[src/rtl/not_arb_pkg.sv]
// not_arb_pkg: shared types and constants for the round-robin inverter arbiter.
// Revision: 1.0
`default_nettype none

package not_arb_pkg;

  typedef enum logic [0:0] {
    IDLE = 1'b0,
    RUN  = 1'b1
  } state_t;

  localparam int N_REQ_DEF = 4;
  localparam int ID_W_DEF  = 2;
  localparam int OPCNT_W   = 16;

endpackage

`default_nettype wire

[src/rtl/not_unit.sv]
// not_unit: registered inverter; captures operand and owner id on load, result one cycle later.
// Revision: 1.0
`default_nettype none

module not_unit
  import not_arb_pkg::*;
#(
  parameter int ID_W = ID_W_DEF
) (
  input  logic            clock,
  input  logic            reset,
  input  logic            load,
  input  logic            a,
  input  logic [ID_W-1:0] id,
  output logic            y,
  output logic [ID_W-1:0] id_q,
  output logic            valid_q
);

  always_ff @(posedge clock) begin
    if (!reset) begin
      valid_q <= 1'b0;
      y       <= 1'b0;
      id_q    <= '0;
    end else begin
      valid_q <= load;
      if (load) begin
        y    <= ~a;
        id_q <= id;
      end
    end
  end

endmodule

`default_nettype wire

[src/rtl/not_arbiter.sv]
// not_arbiter: round-robin arbiter sharing one registered inverter among N_REQ requesters.
// Optional op_count statistics output enabled by macro NOT_ARBITER_STATS_EN. Revision: 1.0
`default_nettype none

module not_arbiter
  import not_arb_pkg::*;
#(
  parameter int N_REQ = N_REQ_DEF,
  parameter int ID_W  = ID_W_DEF
) (
  input  logic             clock,
  input  logic             reset,
  input  logic [N_REQ-1:0] req,
  input  logic [N_REQ-1:0] a_in,
  output logic [N_REQ-1:0] gnt,
  output logic             rsp_valid,
  output logic [ID_W-1:0]  rsp_id,
  output logic             rsp_y,
  output logic             busy
`ifdef NOT_ARBITER_STATS_EN
  ,
  output logic [OPCNT_W-1:0] op_count
`endif
);

  state_t           r_state;
  state_t           w_state_nxt;
  logic [ID_W-1:0]  r_ptr;
  logic [ID_W-1:0]  w_ptr_nxt;
  logic [ID_W-1:0]  w_idx;
  logic             w_found;
  logic             w_a_sel;
  logic [N_REQ-1:0] w_gnt;

  // Two passes: indices at/above the pointer first, then the wrapped-around lower ones.
  always_comb begin
    w_gnt   = '0;
    w_found = 1'b0;
    w_idx   = '0;
    w_a_sel = 1'b0;
    if (reset) begin
      for (int i = 0; i < N_REQ; i++) begin
        if (!w_found && req[i] && (ID_W'(i) >= r_ptr)) begin
          w_found  = 1'b1;
          w_idx    = ID_W'(i);
          w_a_sel  = a_in[i];
          w_gnt[i] = 1'b1;
        end
      end
      for (int i = 0; i < N_REQ; i++) begin
        if (!w_found && req[i]) begin
          w_found  = 1'b1;
          w_idx    = ID_W'(i);
          w_a_sel  = a_in[i];
          w_gnt[i] = 1'b1;
        end
      end
    end
  end

  always_comb begin
    w_ptr_nxt = r_ptr;
    if (w_found) begin
      if (w_idx == ID_W'(N_REQ - 1)) begin
        w_ptr_nxt = '0;
      end else begin
        w_ptr_nxt = w_idx + ID_W'(1);
      end
    end
  end

  always_comb begin
    w_state_nxt = r_state;
    case (r_state)
      IDLE:    if (|req)  w_state_nxt = RUN;
      RUN:     if (!(|req)) w_state_nxt = IDLE;
      default: w_state_nxt = IDLE;
    endcase
  end

  always_ff @(posedge clock) begin
    if (!reset) begin
      r_state <= IDLE;
      r_ptr   <= '0;
    end else begin
      r_state <= w_state_nxt;
      r_ptr   <= w_ptr_nxt;
    end
  end

  not_unit #(
    .ID_W (ID_W)
  ) u_not_unit (
    .clock   (clock),
    .reset   (reset),
    .load    (w_found),
    .a       (w_a_sel),
    .id      (w_idx),
    .y       (rsp_y),
    .id_q    (rsp_id),
    .valid_q (rsp_valid)
  );

  assign gnt  = w_gnt;
  assign busy = (r_state == RUN);

`ifdef NOT_ARBITER_STATS_EN
  logic [OPCNT_W-1:0] r_op_count;

  always_ff @(posedge clock) begin
    if (!reset) begin
      r_op_count <= '0;
    end else if (rsp_valid && (r_op_count != {OPCNT_W{1'b1}})) begin
      r_op_count <= r_op_count + OPCNT_W'(1);
    end
  end

  assign op_count = r_op_count;
`endif

endmodule

`default_nettype wire

[config.mk]
export PLATFORM = sky130hd
export DESIGN_NAME = not_arbiter
export DESIGN_NICKNAME = d
export VERILOG_FILES = /design/src/rtl/not_arb_pkg.sv /design/src/rtl/not_unit.sv /design/src/rtl/not_arbiter.sv
export SDC_FILE = /design/constraint.sdc
export NUM_CORES = 1
export LEC_CHECK = 0
export CORE_MARGIN = 4
export CORE_UTILIZATION = 30
export CTS_BUF_LIST = sky130_fd_sc_hd__clkbuf_8 sky130_fd_sc_hd__clkbuf_16
export DETAILED_ROUTE_END_ITERATION = 6
export PLACE_DENSITY = 0.61
export SYNTH_ARGS = -nofsm -noshare
export SYNTH_HDL_FRONTEND = slang
export SYNTH_SLANG_ARGS = --single-unit
[constraint.sdc]
create_clock -name clock -period 1.89 [get_ports clock]
set_clock_uncertainty 0.1 [all_clocks]
set_input_delay 0.378 -clock clock [delete_from_list [all_inputs] [get_ports clock]]
set_output_delay 0.378 -clock clock [all_outputs]
set_load 0.005 [all_outputs]
==> reports/results.tsv <==
metric	value	unit
f_max	546	MHz
Cell Area, Synth	519	µm²
sequential share of power	0.304	
Antenna Cells	0	
Mean Syn Cell Area	7.99	µm²
Die W	49.6	µm
Min-Delay Endpoint	u_not_unit.id_q[0]	
GP Congestion	0.856	
worst slack at placement	-601	ps
vias in the first global route	672	
Setup TNS Final	0	ps
Slew HR	0.838	
final worst slack	57.1	ps
clk_lat worst skew	220	ps
GRT overflow	0	
Fin. Hold Viols	0	
Worst Hold Path Cells	2	
RSZ-0062 raised after global routing	no	
CTS root buf	clkbuf_8	
Critical Path AT	1350	ps
Core Rows	14	
commonest cells in the netlist	dfxtp_1 (7), nand2_1 (7), nor2_1 (5), a21oi_1 (4)	
FF-to-FF path depth	6	
DIE AREA	2460	µm²
worst setup path category	flip-flop to output port	
worst path required time	1410	ps
WL/cell	13.3	µm
Syn Inst Count	65	
Synth cell types	31	
Antenna Violating Nets Remaining	0	
#FFs+latches synth	7	
VDD IR max	0.471	mV
I/O pins	19	
share of layout cells above drive strength 1	0.398	
Layout Nets	119	
first-pass GRT wire length	2770	µm
CP endpoint kind	output port	
Synth Flop Type	dfxtp_1	
FF-to-FF setup slack	480	ps
number of remaining DRC errors	0	
Clk network pwr share	0.348	
Finish-stage setup viols	0	
non-filler cells, final	124	
RR Endpoint	r_ptr[1]	
status	complete, no violations	
post-route cell area	928	µm²
fill count	151	
Yosys top cell area share	0.270	
hold path start	u_not_unit.id_q[0]	
P_leak	0.435	nW
Total GRT Usage	0.145	
Cell Int Power	0.418	mW
initial DRC count	7	
max cap viols	0	
placed insts	116	
Final period util	0.970	
htree depth	1	
synthesis warning total	0	
Synth-to-Final Area Change	78.8	%
Sw Ratio	0.265	
WL final	1660	µm
Min Clock Period, post-route	1830	ps
EDFF count, synth	0	
Area contributors post-synth	dfxtp_1 (27%), nand2_1 (5.1%), a21boi_0 (4.3%), o211ai_1 (4.3%), nor4_4 (4.1%)	
number of port buffers	18	
Clock Path Buffers	2	
Placement Cell Area	851	µm²
DP Wirelength	1220	µm
Pre-antenna DRT Iters	4	
Hold Path Class	flip-flop to flip-flop	
leading area contributor after synthesis	dfxtp_1	
sequential area share after synthesis	0.270	
syn_nets	75	
Async SR Flop Fraction	0	
Worst-path clk slew	40	ps
combinational share of power	0.348	
initial core utilization	0.329	
core footprint	1580	µm²
r2r startpoint	r_ptr[1]	
Max Slew Vio Count	0	
Least-Margin Pin Slew	241	ps
clock sinks	7	
Die Y	49.6	µm
pin count of the biggest net entering global routing	10	
initial antenna violation count	0	
critical-path maximum fanout	4	
CTS buffer count	3	
Startpoint Class	flip-flop	
pwr/cell area	612	nW/µm²
vias	652	
TritonCTS clock tree	built	
vias per cell	5.26	
Psw	0.151	mW
[cells by family after synthesis]
group / after synthesis / synth area share
multiplexers: 1 / 0.0193
flip-flops: 7 / 0.270
AO/OA/AOI/OAI: 26 / 0.366
AND/OR/NAND/NOR: 24 / 0.272
buffers and inverters: 7 / 0.0723
[state kept, by name (all words and copies together) (netlist names)]
name,flops
busy,1
r_ptr,2
u_not_unit.y,1
u_not_unit.valid_q,1
u_not_unit.id_q,2
[cell type report]
| cell class | instances | area [µm²] | share of cell area |
|---|---|---|---|
| tap | 16 | 20.0 | 0.0216 |
| sequential | 7 | 143 | 0.154 |
| clock inverter | 1 | 3.75 | 0.00404 |
| timing repair buffer | 43 | 349 | 0.376 |
| multi-input combinational | 51 | 360 | 0.388 |
| clock buffer | 3 | 41.3 | 0.0445 |
| inverter | 3 | 11.3 | 0.0121 |
[routing by layer]
layer,global-route usage,vias up,wire length (µm)
li1,-,325,-
met1,0.159,301,683
met2,0.253,22,823
met3,0.0572,4,124
met4,0.0415,0,23
met5,0,-,0
[layout by cell type, fill, tap and decap left out, types with 2 or more instances in the layout]
master and instances:
o211a_1 2, a31oi_1 2, inv_1 4, a21oi_2 3, nand2_1 7, buf_4 23
clkdlybuf4s50_1 9, nor2_1 5, buf_2 2, dfxtp_1 5, dlygate4sd2_1 5, a21boi_0 3
nor2b_1 2, nor3b_1 2, o211ai_1 3, buf_6 2, o21ai_0 3, clkbuf_8 3
dfxtp_2 2, clkbuf_2 2
[worst max-delay path by stage]
stage	slack, ps	cells past startpoint	endpoint	from
after floorplan	270	5	gnt[3]	req[0]
after global placement	-560	6	gnt[3]	req[0]
after detailed placement	-600	6	gnt[3]	req[0]
after CTS	5	5	gnt[2]	r_ptr[0]
after global routing	6	4	gnt[0]	r_ptr[1]
final	60	4	gnt[0]	r_ptr[1]
[critical path, stage by stage (launching register included)]
cell and delay, ps:
dfxtp_2 330, buf_4 140, or2_2 300, a21oi_2 120, dlygate4sd2_1 240
[power groups by stage]
stage	registers (mW)	logic (mW)	clock network, mW
2_1_floorplan	0.170	0.0814	0
3_3_place_gp	0.173	0.183	0
3_5_place_dp	0.174	0.184	0
4_1_cts	0.171	0.189	0.204
5_1_grt	0.174	0.214	0.219
6_report	0.173	0.198	0.198
[stage by stage]
step / util / hold WS (ps) / total power, mW
floorplan: - / 373 / 0.252
global placement: 0.540 / 367 / 0.356
detailed placement: 0.540 / 365 / 0.358
CTS: 0.574 / 370 / 0.565
global route: 0.589 / 404 / 0.607
finish: 0.589 / 365 / 0.568
[timing repair]
item,4_1_cts,5_1_grt
pin swaps,5,1
hold buffers,0,0
gates resized for setup,19,8
buffers inserted,2,2
endpoints found under the setup margin,4,4
No activity file was read; power rests on OpenSTA's default activity.
